<file path="config.mk">
export PLATFORM = sky130hd
export DESIGN_NAME = gb_lcd_capture
export DESIGN_NICKNAME = d
export VERILOG_FILES = /design/src/rtl/gb_lcd_capture.sv
export SDC_FILE = /design/constraint.sdc
export NUM_CORES = 1
export LEC_CHECK = 0
export ABC_AREA = 1
export CAP_MARGIN = 20
export CORE_ASPECT_RATIO = 1.5
export CORE_MARGIN = 1.5
export CORE_UTILIZATION = 30
export CTS_BUF_LIST = sky130_fd_sc_hd__clkbuf_2 sky130_fd_sc_hd__clkbuf_4 sky130_fd_sc_hd__clkbuf_8
export DETAILED_ROUTE_END_ITERATION = 10
export GPL_TIMING_DRIVEN = 0
export PLACE_DENSITY = 0.53
export SLEW_MARGIN = 5
export SYNTH_ARGS = -nofsm -noshare
export SYNTH_HDL_FRONTEND = slang
export SYNTH_SLANG_ARGS = --single-unit
</file>
<file path="constraint.sdc">
create_clock -name clk -period 2.54 [get_ports clk]
set_input_delay 0.381 -clock clk [delete_from_list [all_inputs] [get_ports clk]]
set_output_delay 0.381 -clock clk [all_outputs]
set_load 0.005 [all_outputs]
</file>
<file path="src/rtl/gb_lcd_capture.sv">
// Packs the gameboy LCD 2bpp pixel stream into bytes, four pixels per byte, and
// writes them to a linear framebuffer while tracking line/frame boundaries.
module gb_lcd_capture #(
    parameter int H_PIXELS = 160,
    parameter int V_LINES  = 144,
    parameter int ADDR_W   = 13
) (
    input  logic              clk,
    input  logic              rst,
    input  logic              cap_en,
    input  logic              err_clr,
    input  logic              hs,
    input  logic              vs,
    input  logic              cpl,
    input  logic [1:0]        pixel,
    input  logic              valid,
    output logic              fb_we,
    output logic [ADDR_W-1:0] fb_addr,
    output logic [7:0]        fb_data,
    output logic              frame_done,
    output logic [7:0]        frame_cnt,
    output logic              busy,
    output logic              err
);
    localparam int XW = $clog2(H_PIXELS + 1);
    localparam int YW = $clog2(V_LINES + 1);
    localparam logic [XW-1:0]     X_MAX      = XW'(H_PIXELS);
    localparam logic [XW-1:0]     X_ONE      = XW'(1);
    localparam logic [XW-1:0]     X_ZERO     = XW'(0);
    localparam logic [YW-1:0]     Y_MAX      = YW'(V_LINES);
    localparam logic [YW-1:0]     Y_ONE      = YW'(1);
    localparam logic [YW-1:0]     Y_ZERO     = YW'(0);
    localparam logic [ADDR_W-1:0] LINE_BYTES = ADDR_W'(H_PIXELS / 4);
    localparam logic [ADDR_W-1:0] A_ONE      = ADDR_W'(1);
    localparam logic [ADDR_W-1:0] A_ZERO     = ADDR_W'(0);

    typedef enum logic [0:0] {ST_WAIT_VS = 1'b0, ST_CAPTURE = 1'b1} state_t;

    // Pixel k of a byte lands in bits [7-2k:6-2k].
    function automatic logic [7:0] place_pixel(input logic [1:0] pix, input logic [1:0] pos);
        case (pos)
            2'd0:    place_pixel = {pix, 6'b000000};
            2'd1:    place_pixel = {2'b00, pix, 4'b0000};
            2'd2:    place_pixel = {4'b0000, pix, 2'b00};
            default: place_pixel = {6'b000000, pix};
        endcase
    endfunction

    state_t              state_q, state_d;
    logic                cpl_q, vs_q, hs_q;
    logic [XW-1:0]       x_q, x_d;
    logic [YW-1:0]       y_q, y_d;
    logic [1:0]          slot_q, slot_d;
    logic [7:0]          shift_q, shift_d;
    logic [ADDR_W-1:0]   line_base_q, line_base_d;
    logic [ADDR_W-1:0]   ptr_q, ptr_d;
    logic                fb_we_q, fb_we_d;
    logic [ADDR_W-1:0]   fb_addr_q, fb_addr_d;
    logic [7:0]          fb_data_q, fb_data_d;
    logic                frame_done_q, frame_done_d;
    logic [7:0]          frame_cnt_q, frame_cnt_d;
    logic                err_q, err_d;
    logic                err_set_s, last_line_s, busy_s;
    logic [7:0]          byte_s;
    logic                pix_evt_s, vs_fall_s, hs_fall_s;

    assign pix_evt_s = cpl & ~cpl_q & valid;
    assign vs_fall_s = ~vs & vs_q;
    assign hs_fall_s = ~hs & hs_q;

    // State register.
    always_ff @(posedge clk or negedge rst) begin
        if (!rst) begin
            state_q <= ST_WAIT_VS;
        end else begin
            state_q <= state_d;
        end
    end

    // Next-state logic; vs restarts override line/frame completion.
    always_comb begin
        state_d = state_q;
        case (state_q)
            ST_WAIT_VS: begin
                if (vs_fall_s && cap_en) state_d = ST_CAPTURE;
                else                     state_d = ST_WAIT_VS;
            end
            ST_CAPTURE: begin
                if (vs_fall_s)        state_d = cap_en ? ST_CAPTURE : ST_WAIT_VS;
                else if (last_line_s) state_d = ST_WAIT_VS;
                else                  state_d = ST_CAPTURE;
            end
            default: state_d = ST_WAIT_VS;
        endcase
    end

    // Output decode.
    always_comb begin
        busy_s = (state_q == ST_CAPTURE);
    end

    // Datapath next values: pixel is processed before a coincident line end.
    always_comb begin
        x_d          = x_q;
        y_d          = y_q;
        slot_d       = slot_q;
        shift_d      = shift_q;
        line_base_d  = line_base_q;
        ptr_d        = ptr_q;
        fb_we_d      = 1'b0;
        fb_addr_d    = fb_addr_q;
        fb_data_d    = fb_data_q;
        frame_done_d = 1'b0;
        frame_cnt_d  = frame_cnt_q;
        err_set_s    = 1'b0;
        last_line_s  = 1'b0;
        byte_s       = shift_q | place_pixel(pixel, slot_q);
        if (vs_fall_s) begin
            err_set_s   = (state_q == ST_CAPTURE) && ((y_q != Y_ZERO) || (x_q != X_ZERO));
            x_d         = X_ZERO;
            y_d         = Y_ZERO;
            slot_d      = 2'd0;
            shift_d     = 8'h00;
            line_base_d = A_ZERO;
            ptr_d       = A_ZERO;
        end else if (state_q == ST_CAPTURE) begin
            if (pix_evt_s && (x_q == X_MAX)) begin
                err_set_s = 1'b1;
            end else if (pix_evt_s) begin
                x_d    = x_q + X_ONE;
                slot_d = slot_q + 2'd1;
                if (slot_q == 2'd3) begin
                    fb_we_d   = 1'b1;
                    fb_data_d = byte_s;
                    fb_addr_d = ptr_q;
                    ptr_d     = ptr_q + A_ONE;
                    shift_d   = 8'h00;
                end else begin
                    shift_d = byte_s;
                end
            end else begin
                shift_d = shift_q;
            end
            if (hs_fall_s && (x_d != X_ZERO)) begin
                err_set_s = err_set_s | (x_d != X_MAX);
                if (slot_d != 2'd0) begin
                    fb_we_d   = 1'b1;
                    fb_data_d = shift_d;
                    fb_addr_d = ptr_q;
                end else begin
                    fb_we_d = fb_we_d;
                end
                y_d         = y_q + Y_ONE;
                x_d         = X_ZERO;
                slot_d      = 2'd0;
                shift_d     = 8'h00;
                line_base_d = line_base_q + LINE_BYTES;
                ptr_d       = line_base_d;
                if (y_d == Y_MAX) begin
                    frame_done_d = 1'b1;
                    frame_cnt_d  = frame_cnt_q + 8'd1;
                    last_line_s  = 1'b1;
                end else begin
                    last_line_s = 1'b0;
                end
            end else begin
                last_line_s = 1'b0;
            end
        end else begin
            err_set_s = 1'b0;
        end
        if (err_set_s)    err_d = 1'b1;
        else if (err_clr) err_d = 1'b0;
        else              err_d = err_q;
    end

    // Edge-detect history, counters and registered outputs.
    always_ff @(posedge clk or negedge rst) begin
        if (!rst) begin
            cpl_q        <= 1'b0;
            vs_q         <= 1'b1;
            hs_q         <= 1'b1;
            x_q          <= X_ZERO;
            y_q          <= Y_ZERO;
            slot_q       <= 2'd0;
            shift_q      <= 8'h00;
            line_base_q  <= A_ZERO;
            ptr_q        <= A_ZERO;
            fb_we_q      <= 1'b0;
            fb_addr_q    <= A_ZERO;
            fb_data_q    <= 8'h00;
            frame_done_q <= 1'b0;
            frame_cnt_q  <= 8'h00;
            err_q        <= 1'b0;
        end else begin
            cpl_q        <= cpl;
            vs_q         <= vs;
            hs_q         <= hs;
            x_q          <= x_d;
            y_q          <= y_d;
            slot_q       <= slot_d;
            shift_q      <= shift_d;
            line_base_q  <= line_base_d;
            ptr_q        <= ptr_d;
            fb_we_q      <= fb_we_d;
            fb_addr_q    <= fb_addr_d;
            fb_data_q    <= fb_data_d;
            frame_done_q <= frame_done_d;
            frame_cnt_q  <= frame_cnt_d;
            err_q        <= err_d;
        end
    end

    assign fb_we      = fb_we_q;
    assign fb_addr    = fb_addr_q;
    assign fb_data    = fb_data_q;
    assign frame_done = frame_done_q;
    assign frame_cnt  = frame_cnt_q;
    assign busy       = busy_s;
    assign err        = err_q;
endmodule

</file>
==> metrics.md <==
| Metric | Value |
|---|---|
| Dominant cells by area after synthesis | sky130_fd_sc_hd__dfrtp_1 (36%), sky130_fd_sc_hd__nand2_1 (21%), sky130_fd_sc_hd__nand3_1 (6.0%) |
| CTS H-Tree Depth | 3 |
| Global-route wire length before repair | ~27 mm |
| Critical path type | reg2reg |
| Wire length reported by the detailed router | approximately 16 mm |
| Hold Crit Endpoint | vs_q |
| Synthesized netlist net count | 868 |
| Total congestion overflow after global routing | 0 |
| Largest family of logic cells by synthesized area | simple AND/OR/NAND/NOR gates |
| Dpl hpwl | 11.91 mm |
| Share of final-layout standard cells stronger than drive strength 1 | 11.28% |
| Total power | about 0.0050 W |
| Routed wirelength normalized by instance count | 13.87 um |
| Arr. time, crit path | 2.70 ns |
| Remaining design rule violation count | 0 |
| Post-route worst hold slack | around 0.45 ns |
| Mux cell area share after synthesis | 0.1725% |
| Overall die width | 116.6 um |
| Cell accounting for the most synthesized area | sky130_fd_sc_hd__dfrtp_1 |
| Global routing usage summed across all routing layers | about 17% |
| Number of library cell types mapped by synthesis | 39 |
| Number of I/O pins | 43 |
| Largest net degree at the start of global routing | 51 |
| TritonCTS clock tree | built |
| Compound-Gate Fraction of Synth Area | 12.23% |
| Leakage power of the design | between 3 and 4 nW |
| Via count normalized by instance count | 4.710 |
| Crit-path max FO | 10 |
| Core region area | 19080 sq um |
| Register-to-register setup slack | 0.15 ns |
| Min Tclk post-route | approximately 2.4 ns |
| Max_cap viols | 0 |
| Yosys warning total | 0 |
| # fillers | approximately 2100 |
| Via count | 5506 |
| Mean Syn Cell Area | 6.859 sq um |
| Hold path startpoint | vs |
| Sequential cell area | 2131 sq um |
| Share of the synthesized area in the top cell type | 35.79% |
| Reg-to-Reg Start | x_q[0] |
| Hold-critical path depth | 1 |
| Cell at the root of the clock tree | sky130_fd_sc_hd__clkbuf_8 |
| FF+latch count, synth | 85 |
| Fmax | 417.6 MHz |
| Number of antenna violations at the first check in global routing | 0 |
| Area of the multi-input gates | 3219 sq um |
| Area growth from synthesis to layout | 20.38% |
| Vias in the first global route | 5465 |
| Row Count | 62 |
| Min-delay worst type | in2reg |
| Count of flip-flops with a built-in enable after synthesis | 0 |
| Number of DRC violations after detailed-routing iteration 0 | 266 |
| Number of inserted diodes | 0 |
| Final Net Count | 930 |
| Max Buffers Root-to-Sink | 2 |
| Async SR Flop Fraction | 100.0% |
| Clk_skew | 0.01010 ns |
| Vert. Die Dim | 173.3 um |
| Required time of the critical path | 2.84 ns |
| Cells after synthesis | 846 |
| Outcome | finished clean |
| Number of sinks handled by clock tree synthesis | 85 |
| Finish-stage setup viols | 0 |
| Setup crit end kind | flip-flop |
| Reg clk slew, reported paths | approximately 0.090 ns |
| Starting utilization of the core area | between 30% and 40% |
| Simple-gate share of the synthesized area | 35.02% |
| Post-Synth XOR/XNOR Area | roughly 4.2% |
| Final critical-path share of the clock period | approximately 94% |
| Die outline area | between 20000 and 25000 sq um |
| Worst R2R Path Depth | 15 |
| Most used flip-flop cell after synthesis | sky130_fd_sc_hd__dfrtp_1 |
| Skew-Pair Late Insertion Delay | 0.36 ns |
| Type of origin of the critical path | flip-flop |
| Share of synthesized area occupied by flip-flops and latches | 36.70% |
| Headroom to the max-slew limit | 33.15% |
| Combined area of all synthesized cells | slightly below 6000 sq um |
| First-pass iteration count of the detailed router | 4 |
| Largest vdd supply drop | 0.0002402 V |
| Arithmetic-cell share of the synthesized area counting full adders, half adders and majority gates | under 10% |
| Count of pins over their slew limit | 0 |
| Final GP Congestion | 0.8482 |
| Number of buffers created by CTS | 9 |
| Count of nets left with antenna violations after detail routing | 0 |
| PortBufs | 42 |
| Ratio of total power to cell area | 717.6 nW/um^2 |
| Slew at the pin closest to its max-slew limit | ~1.0 ns |
| Endpoint of the most critical register-to-register path | ptr_q[1] |
| Final Hold Fails | 0 |
## registers in the layout (all words and copies together) (netlist names)
name / cells
ptr_q: 13
line_base_q: 10
x_q: 8
busy: 1
frame_done: 1
y_q: 8
fb_we: 1
fb_data: 8
err: 1
shift_q: 8
slot_q: 2
frame_cnt: 8
vs_q: 1
cpl_q: 1
hs_q: 1
fb_addr: 13
## report_power, final
part           switching [W]  leakage (nW)  total (W)  internal (W)
logic                0.00120          1.97    0.00210      0.000900
clock network       0.000547        0.0969    0.00102      0.000475
registers           0.000267          1.14    0.00189       0.00162
total                0.00202          3.21    0.00501       0.00300
## cells in the mapped netlist, drive strengths merged, types with 2 or more instances
cell type / count
clkbuf: 12
dfrtp: 83
o21ai: 94
a21oi: 7
buf: 25
o211ai: 3
o22ai: 10
a211oi: 5
ha: 12
nand2: 337
inv: 79
nor3: 5
nor2: 49
xnor2: 6
nand4: 14
xor2: 21
dfstp: 2
nand3: 71
clkinv: 2
and3: 2
a21boi: 3
## kinds of logic after synthesis
kind of cell / count (synthesis)
AND/OR/NAND/NOR: 479
AO/OA/AOI/OAI: 124
buffers and inverters: 118
flip-flops: 85
XOR/XNOR: 27
adder cells (fa/ha/maj): 12
multiplexers: 1
## how the worst max path moves through the flow
stage / start / endpoint / slack [ns]
floorplan: x_q[0] / ptr_q[11] / 0.46
global placement: rst / frame_cnt[2] / -2.39
detailed placement: cpl / fb_data[4] / -0.35
CTS: x_q[0] / fb_addr[2] / 0.02
global route: x_q[0] / fb_addr[1] / -0.03
finish: x_q[0] / ptr_q[1] / 0.15
## per-layer routing
layer / share of wire, % / GRT usage (%)
met2: 53 / 30.56
met4: 2.4 / 6.526
met1: 43 / 19.47
met3: 2.0 / 1.748
met5: 0 / 0
## worst max-delay path, stage by stage, from the launching register on
cell and delay (ns):
sky130_fd_sc_hd__dfrtp_2 0.46, sky130_fd_sc_hd__inv_2 0.08, sky130_fd_sc_hd__ha_1 0.15, sky130_fd_sc_hd__nand2_1 0.09, sky130_fd_sc_hd__nor2_4 0.19, sky130_fd_sc_hd__nand2_4 0.09
sky130_fd_sc_hd__nand2_2 0.08, sky130_fd_sc_hd__nand2_1 0.05, sky130_fd_sc_hd__nand2_1 0.10, sky130_fd_sc_hd__nand2_2 0.08, sky130_fd_sc_hd__nor2_4 0.17, sky130_fd_sc_hd__nand2_4 0.09
sky130_fd_sc_hd__buf_2 0.18, sky130_fd_sc_hd__a21oi_1 0.30, sky130_fd_sc_hd__nand3_1 0.13, sky130_fd_sc_hd__nand2_1 0.09
## layout make-up
cell class	count	area share [%]
buffer	36	3.582
clock buffer	10	1.881
clock inverter	6	1.021
inverter	81	4.353
multi-input combinational	643	46.09
sequential	85	30.50
tap	256	4.585
timing repair buffer	52	7.989
## cell usage in the layout, fill, tap and decap left out, drive strengths merged
cell / n
nand2: 337
o21ai: 94
dfrtp: 83
inv: 81
nand3: 71
nor2: 49
clkdlybuf4s50: 41
buf: 31
clkbuf: 25
xor2: 21
nand4: 14
ha: 12
o22ai: 10
a21oi: 7
xnor2: 6
nor3: 5
a211oi: 5
o211ai: 3
clkinv: 3
a21boi: 3
and3: 2
clkinvlp: 2
dfstp: 2
mux2i: 1
nand3b: 1
a31o: 1
o32ai: 1
bufinv: 1
dlygate4sd3: 1
## metrics by stage
stage	instance area [sq um]	std cells	setup slack (ns)	setup TNS [ns]	util, %
after floorplan	5803	846	0.4637	0	-
after global placement	6544	1144	-2.386	-214.29	34.29
after detailed placement	6569	1145	-0.3479	-15.73	34.42
after CTS	6790	1162	0.01566	0	35.58
after global routing	6985	1169	-0.03329	-0.2651	36.61
final	6985	1169	0.1455	0	36.61
## repair_timing
action | CTS | global route
hold endpoints to repair | 26 | 0
hold buffers | 1 | 0
gates resized for setup | 2 | 30
cloned | 0 | 1
pin swaps | 1 | 4
endpoints found under the setup margin | 28 | 78
buffers inserted | 0 | 7
(Power assumes the default switching activity.)
